[config.mk]
export PLATFORM = sky130hd
export DESIGN_NAME = clint_trap_ctrl
export DESIGN_NICKNAME = d
export VERILOG_FILES = /design/src/rtl/clint_trap_ctrl.sv
export SDC_FILE = /design/constraint.sdc
export NUM_CORES = 1
export LEC_CHECK = 0
export ABC_AREA = 0
export ABC_CLOCK_PERIOD_IN_PS = 2000
export CORE_AREA = 3 3 159 161
export CTS_BUF_LIST = sky130_fd_sc_hd__clkbuf_2 sky130_fd_sc_hd__clkbuf_4 sky130_fd_sc_hd__clkbuf_8
export DETAILED_ROUTE_END_ITERATION = 7
export DIE_AREA = 0 0 162 164
export GPL_TIMING_DRIVEN = 0
export PLACE_DENSITY = 0.53
export SLEW_MARGIN = 5
export SYNTH_ARGS = -nofsm -noshare
export SYNTH_HDL_FRONTEND = slang
export SYNTH_SLANG_ARGS = --single-unit
[constraint.sdc]
create_clock -name clk -period 2 [get_ports clk]
set_clock_uncertainty 0.05 [all_clocks]
set_input_delay 0.3 -clock clk [delete_from_list [all_inputs] [get_ports clk]]
set_output_delay 0.3 -clock clk [all_outputs]
set_load 0.05 [all_outputs]
[src/rtl/clint_trap_ctrl.sv]
// rtl/clint_trap_ctrl.sv - core-local trap sequencer between EX and the CSR file
//
// Purpose: accepts ecall/ebreak, the level timer interrupt and mret from EX,
// performs the required mepc/mcause/mstatus writes through the CSR file's
// clint write port, then issues a one-cycle PC redirect to mtvec or mepc.
// The pipeline is held from acceptance until the redirect cycle.
//
// Ports:
//   clk, rst_n                   clock, asynchronous active-low reset
//   inst_valid_i, inst_addr_i    EX instruction valid and PC
//   ecall_i, ebreak_i, mret_i    EX instruction decode (qualified by inst_valid_i)
//   int_req_i, global_int_en_i   level timer interrupt, mstatus.MIE
//   csr_mtvec_i/mepc_i/mstatus_i current CSR values
//   csr_wb_we_i                  WB owns the CSR write port this cycle
//   csr_we_o/waddr_o/wdata_o     CSR write port
//   hold_o                       stall IF/ID/EX
//   jump_o, jump_addr_o          one-cycle PC redirect

module clint_trap_ctrl #(
    parameter int XLEN   = 64,
    parameter int CSR_AW = 12
) (
    input  logic              clk,
    input  logic              rst_n,
    input  logic              inst_valid_i,
    input  logic [XLEN-1:0]   inst_addr_i,
    input  logic              ecall_i,
    input  logic              ebreak_i,
    input  logic              mret_i,
    input  logic              int_req_i,
    input  logic              global_int_en_i,
    input  logic [XLEN-1:0]   csr_mtvec_i,
    input  logic [XLEN-1:0]   csr_mepc_i,
    input  logic [XLEN-1:0]   csr_mstatus_i,
    input  logic              csr_wb_we_i,
    output logic              csr_we_o,
    output logic [CSR_AW-1:0] csr_waddr_o,
    output logic [XLEN-1:0]   csr_wdata_o,
    output logic              hold_o,
    output logic              jump_o,
    output logic [XLEN-1:0]   jump_addr_o
);

    typedef enum logic [2:0] {
        S_IDLE,
        S_W_MEPC,
        S_W_MCAUSE,
        S_W_MSTATUS,
        S_M_MSTATUS,
        S_JUMP
    } state_t;

    localparam logic [CSR_AW-1:0] ADDR_MSTATUS = CSR_AW'(12'h300);
    localparam logic [CSR_AW-1:0] ADDR_MEPC    = CSR_AW'(12'h341);
    localparam logic [CSR_AW-1:0] ADDR_MCAUSE  = CSR_AW'(12'h342);

    localparam logic [XLEN-1:0] CAUSE_ECALL  = XLEN'(11);
    localparam logic [XLEN-1:0] CAUSE_EBREAK = XLEN'(3);
    localparam logic [XLEN-1:0] CAUSE_MTI    = {1'b1, (XLEN-1)'(7)};
    // Direct mode only: the mode field in mtvec[1:0] is dropped from the target.
    localparam logic [XLEN-1:0] VEC_MASK     = ~XLEN'(3);

    state_t            state, state_nxt;
    logic [XLEN-1:0]   epc_q, epc_d;
    logic [XLEN-1:0]   cause_q, cause_d;
    logic              mret_q, mret_d;

    logic              take_exc;
    logic              take_int;
    logic              take_mret;
    logic [XLEN-1:0]   mstatus_trap;
    logic [XLEN-1:0]   mstatus_mret;

    // Acceptance is gated by rst_n so no output can rise while reset is held.
    assign take_exc  = rst_n & inst_valid_i & (ecall_i | ebreak_i);
    assign take_int  = rst_n & inst_valid_i & int_req_i & global_int_en_i;
    assign take_mret = rst_n & inst_valid_i & mret_i;

    // mstatus is read in the write state itself so earlier WB writes are kept.
    always_comb begin
        mstatus_trap        = csr_mstatus_i;
        mstatus_trap[7]     = csr_mstatus_i[3];
        mstatus_trap[3]     = 1'b0;
        mstatus_trap[12:11] = 2'b11;

        mstatus_mret        = csr_mstatus_i;
        mstatus_mret[3]     = csr_mstatus_i[7];
        mstatus_mret[7]     = 1'b1;
    end

    always_ff @(posedge clk or negedge rst_n) begin
        if (!rst_n) begin
            state   <= S_IDLE;
            epc_q   <= '0;
            cause_q <= '0;
            mret_q  <= 1'b0;
        end else begin
            state   <= state_nxt;
            epc_q   <= epc_d;
            cause_q <= cause_d;
            mret_q  <= mret_d;
        end
    end

    always_comb begin
        state_nxt   = state;
        epc_d       = epc_q;
        cause_d     = cause_q;
        mret_d      = mret_q;
        csr_we_o    = 1'b0;
        csr_waddr_o = '0;
        csr_wdata_o = '0;
        hold_o      = 1'b0;
        jump_o      = 1'b0;
        jump_addr_o = '0;

        case (state)
            S_IDLE: begin
                // Exceptions win over the interrupt; a pending interrupt is
                // then masked by the MIE clear in the trap sequence.
                if (take_exc || take_int) begin
                    hold_o    = 1'b1;
                    epc_d     = inst_addr_i;
                    mret_d    = 1'b0;
                    state_nxt = S_W_MEPC;
                    if (ecall_i && inst_valid_i) begin
                        cause_d = CAUSE_ECALL;
                    end else if (ebreak_i && inst_valid_i) begin
                        cause_d = CAUSE_EBREAK;
                    end else begin
                        cause_d = CAUSE_MTI;
                    end
                end else if (take_mret) begin
                    hold_o    = 1'b1;
                    mret_d    = 1'b1;
                    state_nxt = S_M_MSTATUS;
                end
            end
            // While WB owns the port the CSR file drops our write, so the
            // state is held and the same write is presented again.
            S_W_MEPC: begin
                hold_o      = 1'b1;
                csr_we_o    = 1'b1;
                csr_waddr_o = ADDR_MEPC;
                csr_wdata_o = epc_q;
                if (!csr_wb_we_i) state_nxt = S_W_MCAUSE;
            end
            S_W_MCAUSE: begin
                hold_o      = 1'b1;
                csr_we_o    = 1'b1;
                csr_waddr_o = ADDR_MCAUSE;
                csr_wdata_o = cause_q;
                if (!csr_wb_we_i) state_nxt = S_W_MSTATUS;
            end
            S_W_MSTATUS: begin
                hold_o      = 1'b1;
                csr_we_o    = 1'b1;
                csr_waddr_o = ADDR_MSTATUS;
                csr_wdata_o = mstatus_trap;
                if (!csr_wb_we_i) state_nxt = S_JUMP;
            end
            S_M_MSTATUS: begin
                hold_o      = 1'b1;
                csr_we_o    = 1'b1;
                csr_waddr_o = ADDR_MSTATUS;
                csr_wdata_o = mstatus_mret;
                if (!csr_wb_we_i) state_nxt = S_JUMP;
            end
            S_JUMP: begin
                hold_o      = 1'b1;
                jump_o      = 1'b1;
                jump_addr_o = mret_q ? csr_mepc_i : (csr_mtvec_i & VEC_MASK);
                state_nxt   = S_IDLE;
            end
            default: begin
                state_nxt = S_IDLE;
            end
        endcase
    end

endmodule

* Word-level counts from Yosys, hierarchy flattened *
Cells that the tools add are included.
W data, S select, Z words.

storage, ports and cells
  register bits = 132
  latch bits = 0
  bits in writable memories = 0
  memory bits (read-only) = 0
  memories = 0

operators by class
  add/sub/neg operators = 0
  multipliers = 0
  divide/modulo/power cells = 0
  $lt $le $gt $ge = 0
  equality and inequality tests = 9
  shift operators = 0
  mux-type cells = 19
  bitwise operators = 6
  reduce and logical (&&, ||, !) cells = 11

operators with widths
  cell                  number
  $mux W64              4
  $pmux W64 S4          1
  $pmux W10 S3          1
  $mux W3               5
  $pmux W3 S4           1
  $eq A3 B2 Y1 const B  2
  $eq A3 B3 Y1 const B  2
  $mux W1               6
  $ne A2 B2 Y1 const B  3
  $and A1 B1 Y1         5
  $reduce_or A5 Y1      1
  $reduce_and A2 Y1     2
  $reduce_and A4 Y1     1
  $reduce_or A4 Y1      1
  $eq A3 B1 Y1 const B  1
  $logic_not A3 Y1      1
  $ne A3 B3 Y1 const B  1
  $logic_and A1 B1 Y1   2
  $pmux W1 S2           1
  $reduce_bool A2 Y1    1
  $reduce_or A2 Y1      1
  $logic_or A1 B1 Y1    1
  $or A1 B1 Y1          1

* Depth between registers and ports, before layout *
Gate-level depths: netlist (run 1).

  depth after elaboration = 6
  mapped depth = 7
  gate-level depth less buffers = 5

* Worst setup path after synthesis (run 1) *
Ideal clock, no wire load.

  kind = flip-flop to output port
  start = register state[2]
  end = output hold_o
  arrival = 2.527 ns
  data required time = 1.650 ns
  setup slack = -0.877 ns
  cell stages (with the launch flop) = 6
  buffers on the path = 2
  path through = dfrtp_1 > clkbuf_1 > nor3b_1 > clkbuf_1 > nor2_1 > a21oi_1

between the ends
  word-level cells in the longest chain between the ends = 3
  elaborated cells on any way between the ends = 8
  classes of those cells = eq/ne (5); mux (1); reduce/logical (2)

ends and longest elaborated chain
  what                                  RTL line  text
  start, declared                       63        state_t state, state_nxt;
  start signal, assigned                98        state <= state_nxt;
  $eq A3 B3 Y1 (tied with other cells)  117       case (state)
  $reduce_or A5 Y1 (no line)            --
  $pmux W1 S2 *                         117
  end, declared                         39        output logic hold_o,

Every way passes the cells marked *; elsewhere a longest branch is shown, timed or not.

* Final worst setup path (run 1) *
  start = register state[1]
  end = output csr_wdata_o[23]

between the ends
  word-level cells in the longest chain between the ends = 2
  elaborated cells on any way between the ends = 5
  classes of those cells = eq/ne (4); mux (1)

ends and longest elaborated chain
  what                                  RTL line  text
  $eq A3 B3 Y1 (tied with other cells)  117
  $pmux W64 S4 *                        117
  end, declared                         38        output logic [XLEN-1:0] csr_wdata_o,

Marked as above.

==> results of run 1 <==
## sequential cells by signal, summed over array words and instances (netlist names)
name / flops
cause_q: 3
epc_q: 64
mret_q: 1
state: 3
## cell type report
cell class / instances / area share
timing repair buffer: 451 / 0.418
multi-input combinational: 319 / 0.325
sequential: 71 / 0.151
buffer: 45 / 0.0520
tap: 324 / 0.0345
clock buffer: 9 / 0.0105
clock inverter: 6 / 0.00597
inverter: 8 / 0.00288
antenna: 1 / 0.000213
## cell usage after synthesis (2+ instances only)
| cell type | count |
|---|---|
| buf_6 | 2 |
| inv_1 | 8 |
| xnor2_1 | 2 |
| nor3b_1 | 2 |
| buf_2 | 8 |
| or2_2 | 2 |
| a21oi_1 | 8 |
| and3b_1 | 3 |
| dfrtp_1 | 71 |
| buf_1 | 6 |
| mux2_2 | 63 |
| o21ai_0 | 10 |
| mux2i_1 | 65 |
| buf_4 | 13 |
| mux2_1 | 6 |
| nor2_1 | 66 |
| a22o_1 | 56 |
| clkbuf_1 | 18 |
| ha_1 | 2 |
| and3_1 | 2 |
| nand2_1 | 11 |
## layer usage
| layer | share of wire | vias up |
|---|---|---|
| li1 | - | 2500 |
| met1 | 0.34 | 2563 |
| met2 | 0.54 | 242 |
| met3 | 0.094 | 24 |
| met4 | 0.022 | 0 |
| met5 | 0 | - |
## stage by stage
step / setup WS [ns] / hold slack (ns)
after floorplan: -0.173 / -0.0456
after global placement: -3.82 / 0.404
after detailed placement: -1.27 / 0.177
after CTS: -0.401 / 0.429
after global routing: -0.451 / 0.460
final: -0.362 / 0.428
## final timing paths
path	from	end	slack, ns	cells past startpoint
min in group asynchronous	rst_n	epc_q[13]$_DFFE_PN0P_	0.61	2
max in group asynchronous	rst_n	epc_q[14]$_DFFE_PN0P_	0.71	2
worst min-delay path	cause_q[1]$_DFFE_PN0P_	cause_q[1]$_DFFE_PN0P_	0.43	1
worst max-delay path	state[1]$_DFFE_PN0P_	csr_wdata_o[23]	-0.36	7
worst min register to register	cause_q[1]$_DFFE_PN0P_	cause_q[1]$_DFFE_PN0P_	0.43	1
worst max register to register	state[1]$_DFFE_PN0P_	epc_q[31]$_DFFE_PN0P_	-0.07	8
## power by group
group          switching (mW)  internal, mW  total [mW]
clock network           0.616         0.575        1.19
logic                    6.98          7.04        14.0
registers               0.578          2.16        2.74
## kinds of logic (layout without fill, tap and decap cells)
group / after synthesis / after routing / synth area share
multiplexers: 134 / 134 / 0.311
AND/OR/NAND/NOR: 95 / 95 / 0.0942
AO/OA/AOI/OAI: 79 / 79 / 0.136
flip-flops: 71 / 71 / 0.388
buffers and inverters: 55 / 519 / 0.0611
adder cells (fa/ha/maj): 2 / 2 / 0.00546
XOR/XNOR: 2 / 2 / 0.00382
other: 1 / 8 / 0.000818
## critical path: cells and delay by family, from the launching register on
kind / cells / cell delay [ns]
buf+inv: 4 / 0.59
flops: 1 / 0.40
simple gates: 2 / 0.51
compound gates: 1 / 0.13
## repair_timing
action / in CTS / in global routing
cloned: 4 / 6
resized for setup: 1076 / 100
hold endpoints to repair: 20 / 0
pin swaps: 15 / 6
buffers inserted: 29 / 10
hold buffers: 3 / 0
endpoints found under the setup margin: 206 / 205
==> flow_summary_export.csv, run 1 <==
group,metric,value,unit
logic_synthesis,syn_avg_cell_area,10.4,µm²
die,start_util,0.190,
worst_setup_path,start_kind,"flip-flop",
sta,finalCriticalPeriod,2.36,ns
logic_synthesis,ys.flop_type,"dfrtp_1",
logic_synthesis,synth_cell_type_count,36,
global_routing,first_global_vias,5629,
sta,max_freq,423,MHz
logic_synthesis,seq_area_frac_synth,0.388,
worst_setup_path,cp_common_cell,"buf_12",
logic_synthesis,netlist_instances,439,
worst_setup_path,slowest_stage,"or3b_4",
worst_setup_path,crit_chain,"buf_6 -> or3b_4 -> nand2_4 -> buf_12 -> buf_12 -> a22o_4 -> buf_8",
sta,fin_crit_sh,1.18,
finish,nets,1172,
finish,fillers,2266,
finish,final_cell_mix,"261 x clkdlybuf4s50_1, 95 x buf_4, 70 x dfrtp_1",
die,std_cell_rows,57,
global_routing,busiest_layer,"met2",
sta,layout_setup_ws,-0.362,ns
power,p_per_area,1530,nW/µm²
worst_setup_path,critPathMaxFanout,10,
logic_synthesis,yosys_warnings,0,
worst_setup_path,cp_data_required_time,1.65,ns
sta,setup_viol,188,
clock_network,clockRootBuffer,"clkbuf_8",
power,finalPower,17.9,mW
global_routing,grt_pass1_wl,37500,µm
run_status,status,"finished with violations",
power,leakagePower,5.15,nW
die,ioPinCount,408,
sta,tns,-39.14,ns
route,wl,27100,µm
route,wire_per_inst,22.0,µm
route,drtPass1Iterations,4,
route,vias_per_cell,4.32,
finish,seqCellArea,1780,µm²
placement,place_inst,1168,
logic_synthesis,synth_top_area_cell,"dfrtp_1",
finish,final_util,0.487,
worst_setup_path,crit_arrival,2.01,ns
logic_synthesis,synth_edf_count,0,
placement,gp_congestion,0.795,
finish,instances_no_fill,1234,
route,ant_nets,0,
clock_network,clk_pin_slew,0.08,ns
clock_network,clock_sinks,71,
route,post-route-drc-count,0,
placement,post_dp_cell_area,9840,µm²
sta,slew_violations,0,
job,maxCapViolCount,0,
placement,hpwlAfterDp,20900,µm
clock_network,clk_path_buf_depth,2,
global_routing,grt_max_degree,52,
logic_synthesis,synth_area_leaders,"dfrtp_1 39%, mux2_2 15%, mux2i_1 14%, a22o_1 11%, nor2_1 5.4%",
worst_setup_path,critPathKind,"reg -> out",
global_routing,overflow,0,
global_routing,use_met1,0.195,
sta,worst_pin_slew,0.951,ns
global_routing,track_usage,0.192,
sta,hold_viol,0,
finish,finalInstanceArea,11700,µm²
logic_synthesis,synthDominantCellAreaShare,0.388,
global_routing,met2_usage,0.365,
logic_synthesis,syn_area,4580,µm²
route,vias,5329,
worst_setup_path,end_kind,"output pin",
clock_network,h-tree-depth,3,
finish,area_delta_synth_final,156,%
global_routing,met3_usage,0.0736,
logic_synthesis,ys_ff_latch,71,
run_status,violations,"negative setup slack",
global_routing,antenna_found_initial,1,
finish,layout-drive-gt1-share,0.515,
die,fp.dieArea,26600,µm²
finish,final_common_cell,"clkdlybuf4s50_1",
clock_network,clk_latency,0.36,ns
finish,multi_input_area,3810,µm²
worst_setup_path,max_stage_delay,0.41,ns
route,drt-initial-drc-count,156,
clock_network,cts_tree,"built",
hold_path,holdCritPathClass,"reg -> reg",
sta,rsz0062_at_grt,"true",
die,core_area,24100,µm²
sta,max_slew_margin,0.364,
logic_synthesis,async_reset_ff_frac,1.00,
die,die_x,162,µm
clock_network,numCtsBuffers,9,
die,fp.dieH,164,µm
power,peakVddDrop,0.000925,V
placement,io_buffer_count,398,
No activity file was read; power rests on OpenSTA's default activity.
==> inputs of run 2 (changes only) <==
CORE_AREA = 3 3 157 159   (was 3 3 159 161)
DIE_AREA = 0 0 160 162   (was 0 0 162 164)
DONT_BUFFER_PORTS = 1   (was unset)
PLACE_DENSITY = 0.31   (was 0.53)
==> flow_summary_export.csv, run 2 (synthesized netlist as in run 1, its figures left out) <==
group,metric,value,unit
run_status,status,"finished with violations",
run_status,violations,"negative setup slack",
clock_network,clockRootBuffer,"clkbuf_8",
job,maxCapViolCount,0,
worst_setup_path,start_kind,"flip-flop",
clock_network,clock_sinks,71,
route,ant_nets,0,
finish,regMostFlops,"epc_q",
finish,final_common_cell,"dfrtp_1",
die,core_area,23400,µm²
worst_setup_path,cp_data_required_time,1.65,ns
route,wire_per_inst,24.9,µm
worst_setup_path,max_stage_delay,0.40,ns
sta,finalCriticalPeriod,2.35,ns
placement,pre_cts_ws,-0.795,ns
placement,hpwlAfterDp,16300,µm
placement,io_buffer_count,0,
finish,top_regs,"epc_q: 64 flops, cause_q: 3 flops, state: 3 flops",
finish,final_cell_mix,"71 x dfrtp_1, 69 x mux2_4, 63 x mux2i_1, 63 x nor2_4, 59 x dlygate4sd3_1",
placement,place_inst,764,
route,vias_per_cell,4.68,
worst_setup_path,critPathMaxFanout,10,
power,peakVddDrop,0.000889,V
sta,worst_pin_slew,0.787,ns
route,post-route-drc-count,0,
placement,gp_congestion,0.814,
global_routing,first_global_vias,4729,
global_routing,grt_max_degree,72,
die,std_cell_rows,56,
route,wl,22700,µm
clock_network,clk_latency,0.37,ns
sta,fin_crit_sh,1.17,
route,drt-initial-drc-count,150,
global_routing,met3_usage,0.0416,
sta,rsz0062_at_grt,"true",
die,fp.dieArea,25900,µm²
global_routing,use_met1,0.195,
clock_network,cts_tree,"built",
clock_network,clk_pin_slew,0.09,ns
worst_setup_path,crit_arrival,2.00,ns
finish,layout-drive-gt1-share,0.606,
sta,setup_viol,202,
global_routing,grt_pass1_wl,32300,µm
global_routing,overflow,0,
sta,hold_viol,0,
global_routing,antenna_found_initial,3,
global_routing,busiest_layer,"met2",
finish,largest_reg_flops,64,
power,p_per_area,1770,nW/µm²
sta,max_slew_margin,0.472,
die,die_x,160,µm
sta,max_freq,426,MHz
worst_setup_path,critPathKind,"reg -> out",
route,vias,4255,
sta,layout_setup_ws,-0.345,ns
global_routing,met2_usage,0.296,
clock_network,numCtsBuffers,9,
worst_setup_path,crit_chain,"buf_6 -> or3b_4 -> nand2_4 -> buf_12 -> buf_12 -> a22o_4",
clock_network,clk_path_buf_depth,2,
finish,instances_no_fill,910,
worst_setup_path,end_kind,"output pin",
clock_network,h-tree-depth,3,
sta,slew_violations,0,
finish,nets,851,
die,start_util,0.196,
die,fp.dieH,162,µm
global_routing,track_usage,0.167,
die,ioPinCount,408,
worst_setup_path,slowest_stage,"dfrtp_1",
route,drtPass1Iterations,4,
power,leakagePower,3.74,nW
worst_setup_path,cp_common_cell,"buf_12",
finish,area_delta_synth_final,90.8,%
hold_path,holdCritPathClass,"in -> reg",
[run 2: cell types whose count changed in the layout (fill, tap and decap cells not counted), sizes merged]
cell	before	now
clkdlybuf4s50	261	0
clkinvlp	4	5
dlygate4sd3	2	59
buf	211	90
clkbuf	31	34
clkinv	1	2
nand3	1	2
bufinv	1	0
diode	1	2
[run 2: critical path: cells and delay by family, from the launching register on]
family	cells	cell delay, ns
buffers and inverters	3	0.46
AO/OA/AOI/OAI	1	0.22
AND/OR/NAND/NOR	2	0.52
flip-flops	1	0.40
[run 2: worst paths after layout]
check,to,slack (ns),depth (start not counted),from
max in group asynchronous,epc_q[47]$_DFFE_PN0P_,1.16,2,rst_n
setup reg to reg,epc_q[22]$_DFFE_PN0P_,-0.28,10,state[1]$_DFFE_PN0P_
hold / removal,cause_q[3]$_DFFE_PN0P_,0.03,2,ecall_i
setup / recovery,csr_wdata_o[53],-0.35,6,state[1]$_DFFE_PN0P_
hold reg to reg,epc_q[7]$_DFFE_PN0P_,0.48,1,epc_q[7]$_DFFE_PN0P_
min in group asynchronous,epc_q[26]$_DFFE_PN0P_,0.41,2,rst_n
[run 2: final cells by class]
type,instances,area [µm²]
timing repair buffer,129,1590
inverter,8,41.3
sequential,71,1780
antenna,2,5.00
buffer,45,659
multi-input combinational,320,4090
fill,2292,14700
clock inverter,7,55.1
tap,319,399
clock buffer,9,124
[run 2: per-stage QoR]
stage / cell area, µm² / hold WS (ns) / setup TNS, ns / utilization / power [mW]
after detailed placement: 5830 / -0.0427 / -95.07 / 0.249 / 11.3
after CTS: 8630 / 0.000319 / -56.99 / 0.369 / 15.4
after global routing: 8750 / 0.00798 / -63.23 / 0.374 / 16.2
after floorplan: 5430 / -0.0456 / -3.50 / - / 10.2
after global placement: 5830 / -0.0433 / -89.92 / 0.249 / 11.3
final: 8750 / 0.0327 / -46.54 / 0.374 / 15.5
[run 2: metal layers]
| layer | routed length [µm] | up-vias |
|---|---|---|
| met4 | 608 | 0 |
| met3 | 1450 | 29 |
| li1 | - | 1884 |
| met1 | 8740 | 2108 |
| met5 | 0 | - |
| met2 | 11900 | 234 |
[run 2: power breakdown]
part           internal, mW  total, mW  switching, mW
Sequential             2.16       2.72          0.559
Clock                 0.464       1.13          0.665
Combinational          4.92       11.6           6.72
Total                  7.54       15.5           7.94
[run 2: what timing repair did]
action	in CTS	in global routing
hold buffers	60	0
gates cloned	16	1
pin swaps	91	27
buffers inserted	41	18
endpoints found under the hold margin	129	0
setup endpoints to repair	206	204
gates resized for setup	274	27
==> RTL change: new RTL, settings of run 2 <==
Change the parameter `XLEN` from 64 to 32.
--- a/src/rtl/clint_trap_ctrl.sv
+++ b/src/rtl/clint_trap_ctrl.sv
@@ -18,5 +18,5 @@
 
 module clint_trap_ctrl #(
-    parameter int XLEN   = 64,
+    parameter int XLEN   = 32,
     parameter int CSR_AW = 12
 ) (
Interface: changed (6 resized); port bits go from 408 to 216. The function was not compared with the original's and may differ.
==> RTL change against run 2 <==
- the flow still finishes with violations (negative setup slack)
- power decreased by 41%
- synthesized area shrank 41%
- first-iteration DRC count down 6.7%
- die area unchanged
- sequential share of layout area increased by 0.40 points
- non-clock buffer count decreased by 105
- routed wire length down 46%
- via count shrank 43%
- register-to-register slack better by 0.39 ns
- sequential cell count is 32 lower
- design area is 46% lower
- setup slack gained 0.12 ns
==> RTL change: results (changes against run 2) <==
Global route
  • Initial antenna violation count: 0 (-3)
  • Met3 Track Usage GR: 3.49% (-0.66 points)
  • Tot GR Track Use: 9.18% (-7.5 points)
  • M1 GR Usage: 8.74% (-11 points)
  • Pin count of the biggest net entering global routing: 40 (-44%)
  • Vias in the first global route: 2708 (-43%)
  • Wire length of the first global-routing pass: 17600 um (-46%)
  • GR Layer Usage met2: 17.8% (-12 points)

Synthesis
  • Post-synth cell types: 42 (+17%)
  • Top post-synthesis cells by area: dfrtp_1 (36%), mux2_2 (14%), mux2i_1 (11%)
  • Synth Area per Inst: 9.88 um^2 (-5.4%)
  • List of most frequent post-synthesis cells: dfrtp_1 (39), nor2_1 (38), mux2_2 (33), mux2i_1 (31), a22o_1 (24)
  • Sequential fraction of the synthesis area: 35.9% (-2.8 points)
  • Register bit total from synthesis: 39 (-45%)
  • Async S/R FF share, synth: 100% (unchanged)

Layout
  • Diodes inserted: 0 (-2)
  • Multi-input gate share of total cell area: 49.7% (+2.9 points)
  • Final-layout clock-cell area share: 2.49% (+0.44 points)
  • Fillcell total: 2503 (+9.2%)
  • Seq/total area: 20.7% (+0.40 points)
  • Signal buffers share of area: 18.1% (-7.6 points)
  • Layout Cells excl Fill: 649 (-29%)
  • Comb_multi_in: 209 (-35%)
  • Number of non-clock inverters: 5 (-3)
  • Area growth syn-to-layout: 73.8%
  • Layout cell share with drive strength beyond 1: 64.2% (+3.6 points)
  • Regs by FF count: epc_q x32, cause_q x3, state x3
  • Clock buffers: 6 (-3)
  • Signal buffers: 69 (-60%)
  • Layout Nets: 468 (-45%)

Routing
  • DR vias: 2429 (-43%)
  • Wire length on met3: 1310 um (-9.7%)
  • Wire length on met1: 4130 um (-53%)
  • Initial detailed-routing violation count: 140 (-6.7%)
  • Wirelength per Cell: 18.9 um (-24%)
  • Met2 WL: 6550 um (-45%)

Timing
  • Final setup viols: 61 (-70%)
  • Setup TNS: -6.21 ns (+40.33 ns)
  • Setup WS post-layout: -0.222 ns (+0.123 ns)
  • Measured slew at the worst slew-check pin: 0.617 ns (-0.170 ns)

Power
  • Power per standard cell area: 1920 mW/mm^2 (+8.5%)
  • VDD IR max: 0.887 mV (-0.28%)
  • Leak: 1.89 nW (-49%)

Placement
  • DP Area: 0.00325 mm^2 (-44%)
  • Placer congestion estimate: 0.795 (-2.3%)
  • Pre-CTS WS: -0.991 ns (-0.196 ns)
  • Cells after DPL: 600 (-21%)
  • PortBufs: 0 (unchanged)
  • HPWL after detailed placement: 8940 um (-45%)

Status
  • Violated checks: negative setup slack
  • Outcome: finished, violations left

Clock network
  • CTS Buf Count: 5 (-4)
  • Clock Latency Late Sink: 0.32 ns (-0.05 ns)
  • H-tree Lvls: 2 (-1)

Setup path
  • CP max-delay cell: nor3_4
  • Max incr delay on CP: 0.54 ns (+0.14 ns)
  • Crit-path max FO: 6 (-4)
  • CP Data Arrival Time: 1.87 ns (-0.13 ns)
[RTL change: cell types whose count changed after synthesis, moves of 6 or more]
cell,before,now
mux2i_1,65,31
a22o_1,56,24
clkbuf_1,18,5
nor2_1,66,38
mux2_1,6,0
dfrtp_1,71,39
mux2_2,63,33
[RTL change: logic make-up (layout without fill, tap and decap cells)]
| group | Yosys count | after routing | share of synthesized area, % |
|---|---|---|---|
| other | 1 | 7 | 0.138 |
| multiplexers | 68 | 68 | 27.3 |
| adder cells (fa/ha/maj) | 2 | 2 | 0.921 |
| buffers and inverters | 33 | 82 | 7.04 |
| AO/OA/AOI/OAI | 54 | 54 | 14.6 |
| AND/OR/NAND/NOR | 76 | 76 | 13.4 |
| flip-flops | 39 | 39 | 35.9 |
| XOR/XNOR | 2 | 2 | 0.645 |
[RTL change: path summary, 6_finish.rpt]
path / startpoint / end / slack, ns / depth (start not counted)
worst max-delay path: state[0] / csr_waddr_o[6] / -0.22 / 3
worst min-delay path: inst_valid_i / cause_q[3] / 0.07 / 2
worst max register to register: state[1] / epc_q[30] / 0.11 / 6
worst min register to register: cause_q[1] / cause_q[1] / 0.43 / 1
max in group asynchronous: rst_n / epc_q[29] / 1.25 / 2
min in group asynchronous: rst_n / epc_q[9] / 0.43 / 2
[RTL change: power by group]
group	switching [mW]	total, mW	leakage (nW)	internal, mW
sequential	0.283	1.46	0.463	1.18
combinational	4.21	6.88	1.37	2.67
clock	0.323	0.728	0.0612	0.404
[RTL change: what timing repair did]
item / in CTS / in global routing
hold buffers: 2 / 0
buffers inserted: 34 / 1
endpoints found under the setup margin: 72 / 103
hold endpoints to repair: 39 / 0
cloned: 4 / 1
gates resized for setup: 196 / 8
pin swaps: 60 / 15
